==> config.mk <==
export PLATFORM = sky130hd
export DESIGN_NAME = rtr_nha_sched
export DESIGN_NICKNAME = d
export VERILOG_FILES = /design/src/rtl/rtr_nha_sched_pkg.sv /design/src/rtl/rtr_nha_sched_next_hop_addr.sv /design/src/rtl/rtr_nha_sched.sv
export SDC_FILE = /design/constraint.sdc
export NUM_CORES = 1
export LEC_CHECK = 0
export BUFFER_PORTS_ARGS = -buffer_cell sky130_fd_sc_hd__buf_4
export CAP_MARGIN = 0
export CORE_MARGIN = 2
export CORE_UTILIZATION = 38
export DETAILED_ROUTE_END_ITERATION = 16
export GPL_TIMING_DRIVEN = 0
export MAX_ROUTING_LAYER = met4
export PLACE_DENSITY = 0.86
export SYNTH_ARGS = -nofsm -noshare
export SYNTH_HDL_FRONTEND = slang
export SYNTH_SLANG_ARGS = --single-unit
==> constraint.sdc <==
create_clock -name clk -period 5.4 [get_ports clk]
set_clock_uncertainty 0.2 [all_clocks]
set_input_delay 1.08 -clock clk [delete_from_list [all_inputs] [get_ports clk]]
set_output_delay 1.08 -clock clk [all_outputs]
set_load 0.005 [all_outputs]
==> src/rtl/rtr_nha_sched_pkg.sv <==
// rtl/rtr_nha_sched_pkg.sv - shared router constants and helper functions
package rtr_nha_sched_pkg;

   localparam int CONNECTIVITY_LINE = 0;
   localparam int CONNECTIVITY_RING = 1;
   localparam int CONNECTIVITY_FULL = 2;

   localparam int ROUTING_TYPE_PHASED_DOR = 0;

   // ceil(log2(value)); a single item needs no index bits
   function automatic int clogb(input int value);
      int v;
      int n;
      v = value - 1;
      n = 0;
      while (v > 0) begin
         n++;
         v = v >> 1;
      end
      return n;
   endfunction

endpackage

==> src/rtl/rtr_nha_sched_next_hop_addr.sv <==
// rtl/rtr_nha_sched_next_hop_addr.sv - next router address from lookahead port selection
module rtr_next_hop_addr
   import rtr_nha_sched_pkg::*;
#(
   parameter int num_resource_classes = 2,
   parameter int num_routers_per_dim  = 4,
   parameter int num_dimensions       = 2,
   parameter int num_nodes_per_router = 1,
   parameter int connectivity         = CONNECTIVITY_LINE,
   parameter int routing_type         = ROUTING_TYPE_PHASED_DOR,
   localparam int dim_addr_width    = clogb(num_routers_per_dim),
   localparam int router_addr_width = num_dimensions * dim_addr_width,
   localparam int num_ports         = num_nodes_per_router + 2 * num_dimensions,
   localparam int port_idx_width    = clogb(num_ports),
   localparam int rc_idx_width      = (num_resource_classes > 1) ? clogb(num_resource_classes) : 1,
   localparam int lar_info_width    = port_idx_width + rc_idx_width,
   localparam int dest_info_width   = num_resource_classes * router_addr_width
) (
   input  logic [router_addr_width-1:0] router_address,
   input  logic [dest_info_width-1:0]   dest_info,
   input  logic [lar_info_width-1:0]    lar_info,
   output logic [router_addr_width-1:0] next_router_address
);

   logic [port_idx_width-1:0]    port;
   logic [rc_idx_width-1:0]      rcsel;
   logic [router_addr_width-1:0] dest_addr;
   logic [dim_addr_width-1:0]    cur;
   logic [dim_addr_width-1:0]    tgt;
   logic [dim_addr_width-1:0]    hop;
   logic                         up;
   int                           rc;

   assign port  = lar_info[lar_info_width-1 -: port_idx_width];
   assign rcsel = lar_info[rc_idx_width-1:0];

   always_comb begin
      rc = 0;
      if (routing_type == ROUTING_TYPE_PHASED_DOR && int'(rcsel) < num_resource_classes)
         rc = int'(rcsel);
      dest_addr = dest_info[(num_resource_classes-1-rc)*router_addr_width +: router_addr_width];
   end

   // Port 2d/2d+1 moves down/up in dimension d (dim0 in the MSB slice); other ports stay here
   always_comb begin
      next_router_address = router_address;
      cur = '0;
      tgt = '0;
      hop = '0;
      up  = 1'b0;
      for (int d = 0; d < num_dimensions; d++) begin
         cur = router_address[(num_dimensions-1-d)*dim_addr_width +: dim_addr_width];
         tgt = dest_addr[(num_dimensions-1-d)*dim_addr_width +: dim_addr_width];
         if (int'(port) == 2*d || int'(port) == 2*d + 1) begin
            up = (int'(port) == 2*d + 1);
            case (connectivity)
               CONNECTIVITY_RING: begin
                  if (up)
                     hop = (int'(cur) == num_routers_per_dim - 1) ? '0 : cur + dim_addr_width'(1);
                  else
                     hop = (cur == '0) ? dim_addr_width'(num_routers_per_dim - 1)
                                       : cur - dim_addr_width'(1);
               end
               CONNECTIVITY_FULL: hop = tgt;
               default:           hop = up ? cur + dim_addr_width'(1) : cur - dim_addr_width'(1);
            endcase
            next_router_address[(num_dimensions-1-d)*dim_addr_width +: dim_addr_width] = hop;
         end
      end
   end

endmodule

==> src/rtl/rtr_nha_sched.sv <==
// rtl/rtr_nha_sched.sv - round-robin sharing of one next-hop address unit with a one-entry result stage
module rtr_nha_sched
   import rtr_nha_sched_pkg::*;
#(
   parameter int num_requesters       = 4,
   parameter int num_resource_classes = 2,
   parameter int num_routers_per_dim  = 4,
   parameter int num_dimensions       = 2,
   parameter int num_nodes_per_router = 1,
   parameter int connectivity         = CONNECTIVITY_LINE,
   parameter int routing_type         = ROUTING_TYPE_PHASED_DOR,
   localparam int dim_addr_width    = clogb(num_routers_per_dim),
   localparam int router_addr_width = num_dimensions * dim_addr_width,
   localparam int num_ports         = num_nodes_per_router + 2 * num_dimensions,
   localparam int port_idx_width    = clogb(num_ports),
   localparam int rc_idx_width      = (num_resource_classes > 1) ? clogb(num_resource_classes) : 1,
   localparam int lar_info_width    = port_idx_width + rc_idx_width,
   localparam int dest_info_width   = num_resource_classes * router_addr_width,
   localparam int id_width          = clogb(num_requesters)
) (
   input  logic                                       clk,
   input  logic                                       reset,
   input  logic [router_addr_width-1:0]               router_address,
   input  logic [num_requesters-1:0]                  req,
   input  logic [num_requesters*dest_info_width-1:0]  req_dest_info,
   input  logic [num_requesters*lar_info_width-1:0]   req_lar_info,
   output logic [num_requesters-1:0]                  gnt,
   output logic                                       resp_valid,
   input  logic                                       resp_ready,
   output logic [id_width-1:0]                        resp_id,
   output logic [router_addr_width-1:0]               resp_next_router_address
);

   logic [id_width-1:0]          prio_ptr_q, prio_ptr_d;
   logic                         resp_valid_q, resp_valid_d;
   logic [id_width-1:0]          resp_id_q, resp_id_d;
   logic [router_addr_width-1:0] resp_addr_q, resp_addr_d;
   logic                         load_ok;
   logic                         found;
   logic [id_width-1:0]          win_idx;
   logic [id_width-1:0]          cand_idx;
   logic [dest_info_width-1:0]   sel_dest;
   logic [lar_info_width-1:0]    sel_lar;
   logic [router_addr_width-1:0] nha_addr;

   assign load_ok = ~resp_valid_q | resp_ready;

   // First requester at or after the pointer wins; gnt is held off during reset
   always_comb begin
      gnt      = '0;
      found    = 1'b0;
      win_idx  = '0;
      cand_idx = '0;
      if (load_ok && reset) begin
         for (int k = 0; k < num_requesters; k++) begin
            cand_idx = id_width'((int'(prio_ptr_q) + k) % num_requesters);
            if (!found && req[cand_idx]) begin
               found   = 1'b1;
               win_idx = cand_idx;
            end
         end
         gnt[win_idx] = found;
      end
   end

   assign sel_dest = req_dest_info[(num_requesters-1-int'(win_idx))*dest_info_width +: dest_info_width];
   assign sel_lar  = req_lar_info[(num_requesters-1-int'(win_idx))*lar_info_width +: lar_info_width];

   rtr_next_hop_addr #(
      .num_resource_classes (num_resource_classes),
      .num_routers_per_dim  (num_routers_per_dim),
      .num_dimensions       (num_dimensions),
      .num_nodes_per_router (num_nodes_per_router),
      .connectivity         (connectivity),
      .routing_type         (routing_type)
   ) u_next_hop_addr (
      .router_address      (router_address),
      .dest_info           (sel_dest),
      .lar_info            (sel_lar),
      .next_router_address (nha_addr)
   );

   always_comb begin
      prio_ptr_d   = found ? id_width'((int'(win_idx) + 1) % num_requesters) : prio_ptr_q;
      resp_valid_d = found | (resp_valid_q & ~resp_ready);
      resp_id_d    = found ? win_idx : resp_id_q;
      resp_addr_d  = found ? nha_addr : resp_addr_q;
   end

   always_ff @(posedge clk or negedge reset) begin
      if (!reset) begin
         prio_ptr_q   <= '0;
         resp_valid_q <= 1'b0;
         resp_id_q    <= '0;
         resp_addr_q  <= '0;
      end else begin
         prio_ptr_q   <= prio_ptr_d;
         resp_valid_q <= resp_valid_d;
         resp_id_q    <= resp_id_d;
         resp_addr_q  <= resp_addr_d;
      end
   end

   assign resp_valid               = resp_valid_q;
   assign resp_id                  = resp_id_q;
   assign resp_next_router_address = resp_addr_q;

endmodule

# [Yosys cells after proc, flatten, opt, wreduce, memory -nomap -nowiden]
# Cells that the tools add are included.
[op_classes] add_sub_neg=9 n_lt_le_gt_ge=6 n_eq_ne=3 n_shift=1 mux=30 bitwise_logic=6 reduce_logical=11
[op_table] op="2-to-1 mux 2 bit" count=10
[op_table] op="indexed part select 16 x 5 -> 4 bit" count=1
[op_table] op="less-than comparator 2 x 3 -> 1 bit, second input constant" count=5
[op_table] op="2-to-1 mux 1 bit" count=14
[op_table] op="adder 2 x 1 -> 2 bit, second input constant" count=4
[op_table] op="binary-select mux 1 bit (select 2 bit)" count=4
[op_table] op="== test 3 bit, second input constant" count=2
[op_table] op="logical AND 1 bit" count=5
[op_table] op="adder 2 bit, second input constant" count=2
[op_table] op="AND 4 bit" count=1
[op_table] op="2-to-1 mux 4 bit" count=1
[op_table] op="subtractor 2 x 1 -> 2 bit, second input constant" count=2
[op_table] op="== test 3 x 2 -> 1 bit, second input constant" count=1
[op_table] op="logical NOT 1 bit" count=3
[op_table] op="logical NOT 3 bit" count=1
[op_table] op="subtractor 2 x 2 -> 3 bit, first input constant" count=1
[op_table] op="demux 1 bit (select 2 bit)" count=1
[op_table] op="greater-or-equal comparator 2 x 1 -> 1 bit, second input constant" count=1
[op_table] op="logical OR 1 bit" count=2
[op_table] op="NOT 1 bit" count=2
[op_table] op="bitwise OR 1 bit" count=2
[op_table] op="AND 1 bit" count=1
[totals] ff_bits=9 output_inout_bits=11 word_cells=70

# [Logic depth before layout (Yosys ltp)]
# Gate-level depths: netlist of run 1.
[logic_depth] ltp_word=22 ltp_mapped=8 mapped_depth_nobuf=7

# [Cells and area by module]
# From an unflattened synthesis of run 1, not the netlist that was laid out.
[unflattened] cells_unflattened=118 hier_area_um2=889.6
[by_module_without_submodules] mod="rtr_nha_sched" n_inst=1 cells_per_inst=108 area_per_inst_um2=812.0
[by_module_without_submodules] mod="rtr_next_hop_addr" n_inst=1 cells_per_inst=10 area_per_inst_um2=77.6

# [Least setup slack after synthesis of run 1]
# No wires, ideal clock.
[synth_timing] path_type="in2out" from="input port req[3]" to="output port gnt[1]" t_arrival_ns=2.036 required_ns=4.120 path_slack_ns=2.084 cell_stages=4 n_path_buf=0 cell_sequence="or2_2 o311a_1 nand4b_2 nor2_1"
[synth_via] elab_chain_cells=22 elab_cells_between_ends=34
[synth_rtl] item="start, declared" line_no="rtr_nha_sched.sv:24" rtl="input logic [num_requesters-1:0] req,"
[synth_rtl] item="binary-select mux 1 bit (select 2 bit)" line_no="rtr_nha_sched.sv:57" rtl="if (!found && req[cand_idx]) begin"
[synth_rtl] item="2-to-1 mux 1 bit (implied by the code)" line_no="rtr_nha_sched.sv:57"
[synth_rtl] item="2-to-1 mux 1 bit" line_no="rtr_nha_sched.sv:57"
[synth_rtl] item="2-to-1 mux 1 bit" line_no="rtr_nha_sched.sv:54" rtl="if (load_ok && reset) begin"
[synth_rtl] item="logical NOT 1 bit" line_no="rtr_nha_sched.sv:57"
[synth_rtl] item="logical AND 1 bit" line_no="rtr_nha_sched.sv:57"
[synth_rtl] item="2-to-1 mux 1 bit" line_no="rtr_nha_sched.sv:57"
[synth_rtl] item="2-to-1 mux 1 bit" line_no="rtr_nha_sched.sv:54"
[synth_rtl] item="[6 not listed]"
[synth_rtl] item="2-to-1 mux 2 bit" line_no="rtr_nha_sched.sv:57"
[synth_rtl] item="2-to-1 mux 2 bit" line_no="rtr_nha_sched.sv:54"
[synth_rtl] item="less-than comparator 2 x 3 -> 1 bit (implied by the code) or greater-or-equal comparator 2 x 1 -> 1 bit (tied branches)" line_no="rtr_nha_sched.sv:62" rtl="gnt[win_idx] = found;"
[synth_rtl] item="logical AND 1 bit (implied by the code)" line_no="rtr_nha_sched.sv:62"
[synth_rtl] item="2-to-1 mux 1 bit (implied by the code)" line_no="rtr_nha_sched.sv:62"
[synth_rtl] item="demux 1 bit (select 2 bit)" line_no="rtr_nha_sched.sv:62"
[synth_rtl] item="AND 4 bit (no line) *"
[synth_rtl] item="2-to-1 mux 4 bit *" line_no="rtr_nha_sched.sv:54"
[synth_rtl] item="end, declared" line_no="rtr_nha_sched.sv:27" rtl="output logic [num_requesters-1:0] gnt,"
# Every way passes the cells marked *; elsewhere a longest branch is shown, timed or not. The select of a mux whose other input is x is not followed.

# [Worst setup path in the final report of run 1]
# Same ends and word-level chain as after synthesis.

==> results of run 1 <==
[worst paths after layout]
check	startpoint	slack, ps	to	depth (start not counted)
max	req[3]	1700	gnt[1]	6
min	resp_id[0]$_DFFE_PN0P_	280	resp_id[0]$_DFFE_PN0P_	2
max reg2reg	prio_ptr_q[1]$_DFFE_PN0P_	2820	resp_next_router_address[3]$_DFFE_PN0P_	8
min reg2reg	resp_id[0]$_DFFE_PN0P_	280	resp_id[0]$_DFFE_PN0P_	2
max in group asynchronous	reset	4410	resp_valid$_DFF_PN0_	1
min in group asynchronous	reset	440	resp_next_router_address[0]$_DFFE_PN0P_	1
[logic make-up after synthesis]
logic type / count (synthesis) / share of synthesized area (%)
buffers and inverters: 5 / 3.76
XOR/XNOR: 3 / 3.76
multiplexers: 1 / 1.43
AND/OR/NAND/NOR: 45 / 33.5
flip-flops: 9 / 32.2
AO/OA/AOI/OAI: 21 / 25.4
[area by class of cell]
class	instances	share of cell area [%]
multi-input cells	70	44.6
repair buffers	33	24.7
flip-flops and latches	9	22.4
well taps	25	3.11
clock buffers	4	2.62
plain buffers	2	1.49
inverters	3	1.12
[flip-flops by register name, indices dropped and copies added, names as in the netlist]
signal and count:
prio_ptr_q 2, resp_id 2, resp_next_router_address 4, resp_valid 1
[power breakdown]
group / switching, mW / internal [mW]
clock network: 0.0221 / 0.0284
registers: 0.0187 / 0.0881
logic: 0.0737 / 0.0795
total: 0.115 / 0.196
[layout by cell type (no fill, tap or decap), types with 2 or more instances in the layout]
cell type,n
o32ai_1,2
dfrtp_1,9
o21a_1,3
or4_1,2
nand2_1,14
o21ai_0,4
nor3_1,8
xor2_1,2
buf_4,33
clkbuf_1,2
nor3b_1,3
inv_1,3
a31oi_1,2
o31ai_1,4
clkbuf_4,3
nor2_1,7
or2_2,2
nand2b_1,4
[worst register-to-register path, cell delays in order (launching register included)]
cell and delay, ps:
dfrtp_1 460, or2_1 150, o221ai_2 120, or3_1 330, buf_6 150, a221oi_4 340
nor3_1 100, or4_1 480, a31oi_1 170
[routing by layer]
layer	up-vias	wire length, um
li1	385	-
met1	338	731
met2	27	864
met3	4	116
met4	0	28
met5	-	0
==> results_dict.tcl, run 1 <==
set metrics [dict create \
    antenna_cells 0 \
    antenna_left 0 \
    cp.arrival_ps 2420 \
    place_congestion 0.850 \
    relSlewSlack_pct 59.7 \
    hold_buffers 0 \
    critical_path_class "input pin to output port" \
    cts_buffers 3 \
    grt_max_degree 14 \
    worst_slack_ps 1700 \
    dieArea_um2 2200 \
    finalCriticalPeriod_ps 3700 \
    cpMostUsedCell "buf_4" \
    row_count 15 \
    placedCellCount 142 \
    ys_seq_area_share_pct 32.2 \
    ys_types 30 \
    cp.required_ps 4120 \
    regArea_um2 225 \
    avgRoutedWirePerCell_um 11.9 \
    end_kind "output port" \
    synth.area.top_cells "dfrtp_1 (32%), nand2_1 (7.5%), nor3_1 (5.7%), o31ai_1 (4.3%), a221oi_4 (3.8%)" \
    clk_pin_slew_ps 60 \
    n_fill_cell 175 \
    synth-async-reset-ratio_pct 100 \
    cts_tree "done" \
    remaining_drc_errors 0 \
    drv_slew 0 \
    cts_root_buf "clkbuf_4" \
    yosysMostFrequentCell "nand2_1" \
    multi_input_area_um2 448 \
    avgSynthCellArea_um2 8.33 \
    max_freq_mhz 270 \
    path_max_fanout 10 \
    nets 181 \
    use_met1_pct 22.2 \
    place_ws_ps 1700 \
    first_pass_iters 4 \
    start_util_pct 40.5 \
    drive_gt1_share_pct 35.5 \
    gr-max-usage-layer "met2" \
    rsz0062_at_grt "false" \
    grt_antenna_before_repair 0 \
    clk_path_buf_depth 2 \
    grt_use_met3_pct 3.46 \
    routed_via_density 5.16 \
    ios 70 \
    overflow 0 \
    syn_area_um2 699 \
    finalCritPeriodShare_pct 68.5 \
    clock_latency_ps 260 \
    fin_tns_setup_ps 0 \
    max-cap-violations 0 \
    synth_seq_cells 9 \
    placed_area_um2 978 \
    vias 754 \
    fin_area_um2 1000 \
    instances_no_fill 146 \
    start_kind "input pin" \
    synthToLayoutAreaGrowth_pct 43.6 \
    route.final.wire_length_mm 1.74 \
    vdd_drop_max_v 0.000161 \
    cts_max_level 1 \
    setup_violations 0 \
    die_h_um 46.9 \
    dp_hpwl_mm 1.45 \
    total_power_mw 0.311 \
    grt_pass1_wl_mm 2.79 \
    syn_nets 143 \
    final_hold_viol_count 0 \
    synth_edf_count 0 \
    synth_common_cells "nand2_1 (14), dfrtp_1 (9), nor3_1 (8), nor2_1 (7)" \
    crit_chain "buf_4, or2_2, o311a_1, nand4b_2, nor2_1, buf_4" \
    synth.top_cell.area_share_pct 32.2 \
    tightest_slew_ps 600 \
    ys.warnings.count 0 \
    grt_pass1_vias 675 \
    synth_top_area_cell "dfrtp_1" \
    coreArea_um2 1730 \
    cts-resized-gates 0 \
    cts_sinks 9 \
    drt_iter0_drc 9 \
    fin_hold_ws_ps 281 \
    path_buf_inv 2 \
    p_per_area_nw_per_um2 309 \
    cpMaxStageDelayCell "o311a_1" \
    ys.flop_type "dfrtp_1" \
    fin_util_pct 58.2 \
    grt_use_met2_pct 30.1 \
    cts_setup_buffers 0 \
    cp_top_family "simple AND/OR/NAND/NOR gates" \
    status "completed" \
    fp.dieW_um 46.9 \
    port_buffers 33 \
    synthCells 84 \
    grt_util_all_layers_pct 18.6 \
    min-delay-path-class "register to register" \
    cp_slowest_stage_delay_ps 390 \
    leakagePower_nw 0.462 \
]
(Power assumes the default switching activity.)
==> run 2, diff against run 1 <==
- ABC_AREA: unset -> 1
- PLACE_DENSITY: 0.86 -> 0.78
- clock period: 5.4 -> 3.4 ns (I/O delays scaled with it)
==> results_dict.tcl, run 2 <==
set metrics [dict create \
    cts_buffers 3 \
    cp_slowest_stage_delay_ps 190 \
    cts_sinks 9 \
    crit_chain "buf_4, inv_1, nand2_1, nand3_1, nand2_2, nor2_4, nand3_1, nand3_1, nand3_4, nor2_1, buf_4" \
    coreArea_um2 2690 \
    cts-resized-gates 0 \
    p_per_area_nw_per_um2 942 \
    tightest_slew_ps 225 \
    ys_seq_area_share_pct 21.5 \
    synth.area.top_cells "nand2_1 (23%), dfrtp_1 (22%), nand3_1 (11%), inv_1 (6.5%), nand2_4 (6.5%)" \
    max_freq_mhz 350 \
    synth-async-reset-ratio_pct 100 \
    clock_latency_ps 250 \
    setup_violations 0 \
    fin_tns_setup_ps 0 \
    ys.warnings.count 0 \
    grt_pass1_vias 958 \
    cts_setup_buffers 0 \
    critical_path_class "input pin to output port" \
    largest_reg_flops 4 \
    end_kind "output port" \
    synth.top_cell.area_share_pct 23.3 \
    route.final.wire_length_mm 2.13 \
    p_switching_mw 0.689 \
    grt_antenna_before_repair 0 \
    p_sw_share_pct 53.8 \
    synthToLayoutAreaGrowth_pct 29.9 \
    fp.dieW_um 56.5 \
    row_count 19 \
    start_kind "input pin" \
    overflow 0 \
    rrSetupSlack_ps 1120 \
    pwr-share-clk_pct 6.2 \
    ys_types 23 \
    clk_path_buf_depth 2 \
    grt_max_degree 11 \
    nets 261 \
    drt_iter0_drc 26 \
    cts_root_buf "clkbuf_4" \
    cpMostUsedCell "nand3_1" \
    mostFrequentLayoutCells "nand2_1 (65), buf_4 (33), nand3_1 (22), inv_1 (18), nand2_2 (10)" \
    drv_slew 0 \
    hold_buffers 0 \
    remaining_drc_errors 0 \
    synth_top_area_cell "nand2_1" \
    max-cap-violations 0 \
    synth_common_cells "nand2_1 (65), nand3_1 (22), inv_1 (18), nand2_2 (10), dfrtp_1 (9)" \
    avgSynthCellArea_um2 6.38 \
    ys.flop_type "dfrtp_1" \
    yosysMostFrequentCell "nand2_1" \
    clk_pin_slew_ps 60 \
    finalCriticalPeriod_ps 2850 \
    mostFrequentLayoutCell "nand2_1" \
    grt_pass1_wl_mm 3.77 \
    syn_nets 223 \
    final_hold_viol_count 0 \
    status "completed" \
    ios 70 \
    vdd_drop_max_v 0.000478 \
    synth_edf_count 0 \
    antenna_left 0 \
    finalCritPeriodShare_pct 84.0 \
    port_buffers 33 \
    cp.arrival_ps 1970 \
    cts_max_level 1 \
    synth_seq_cells 9 \
    fin_util_pct 50.6 \
    rr_worst_depth 17 \
    comb_power_share_pct 78.6 \
    routed_via_density 4.57 \
    power.internal_mw 0.591 \
    antenna_cells 0 \
    synthCells 164 \
    relSlewSlack_pct 85.0 \
    die_h_um 56.5 \
    first_pass_iters 4 \
    cts_tree "done" \
    pwr-share-seq_pct 15.2 \
    grt_util_all_layers_pct 14.7 \
    leakagePower_nw 0.791 \
    cpMaxStageDelayCell "nor2_1" \
    path_max_fanout 8 \
    syn_area_um2 1050 \
    avgRoutedWirePerCell_um 9.19 \
    cp.required_ps 2520 \
    place_congestion 0.828 \
    vias 1061 \
    dieArea_um2 3190 \
    rsz0062_at_grt "false" \
    drive_gt1_share_pct 34.8 \
    start_util_pct 38.9 \
    dp_hpwl_mm 1.77 \
    min-delay-path-class "input pin to async pin" \
]
-- run 2: critical path: cells and delay by family --
| kind | cells | cell delay [ps] |
|---|---|---|
| simple gates | 8 | 980 |
| buf+inv | 3 | 310 |
-- run 2: power groups by stage --
stage          Sequential [mW]  Combinational (mW)  Clock [mW]
6_report                 0.195                1.01      0.0793
5_1_grt                  0.202                1.13      0.0886
4_1_cts                  0.196                1.02      0.0830
3_5_place_dp             0.198                1.01           0
3_3_place_gp             0.197                1.00           0
2_1_floorplan            0.196               0.774           0
-- run 2: worst paths after layout --
check / endpoint / startpoint
setup reg to reg: resp_next_router_address[1]$_DFFE_PN0P_ / prio_ptr_q[0]$_DFFE_PN0P_
hold / removal: resp_next_router_address[2]$_DFFE_PN0P_ / reset
setup / recovery: gnt[2] / req[1]
max in group asynchronous: resp_id[1]$_DFFE_PN0P_ / reset
hold reg to reg: resp_next_router_address[3]$_DFFE_PN0P_ / resp_next_router_address[3]$_DFFE_PN0P_
min in group clk: resp_next_router_address[3]$_DFFE_PN0P_ / resp_next_router_address[3]$_DFFE_PN0P_
-- run 2: cells by family after synthesis --
group / count (synthesis) / synth area share (%)
simple gates: 119 / 60.6
buf+inv: 26 / 11.7
flops: 9 / 21.5
compound gates: 10 / 6.10
-- run 2: per-stage QoR --
stage,hold WS [ps],cell area [um^2],setup slack (ps),std cells,total power [mW]
finish,36.7,1360,546,232,1.28
floorplan,184,1050,951,164,0.970
CTS,31.5,1360,549,232,1.30
global route,27.5,1360,389,232,1.42
global placement,268,1330,568,228,1.20
detailed placement,272,1330,555,228,1.21
-- run 2: final cells by class --
| cell class | instances | area, um^2 |
|---|---|---|
| tap | 31 | 38.8 |
| buffer | 2 | 22.5 |
| clock buffer | 4 | 26.3 |
| fill | 287 | 1330 |
| sequential | 9 | 225 |
| timing repair buffer | 33 | 248 |
| multi-input combinational | 129 | 698 |
| inverter | 24 | 100 |
-- run 2: layer usage --
layer	vias up	global-route usage, %	part of all wire (%)
li1	586	-	-
met1	449	19.5	46
met2	26	24.3	49
met3	0	0.922	4.1
met4	0	4.08	0
met5	-	-	0
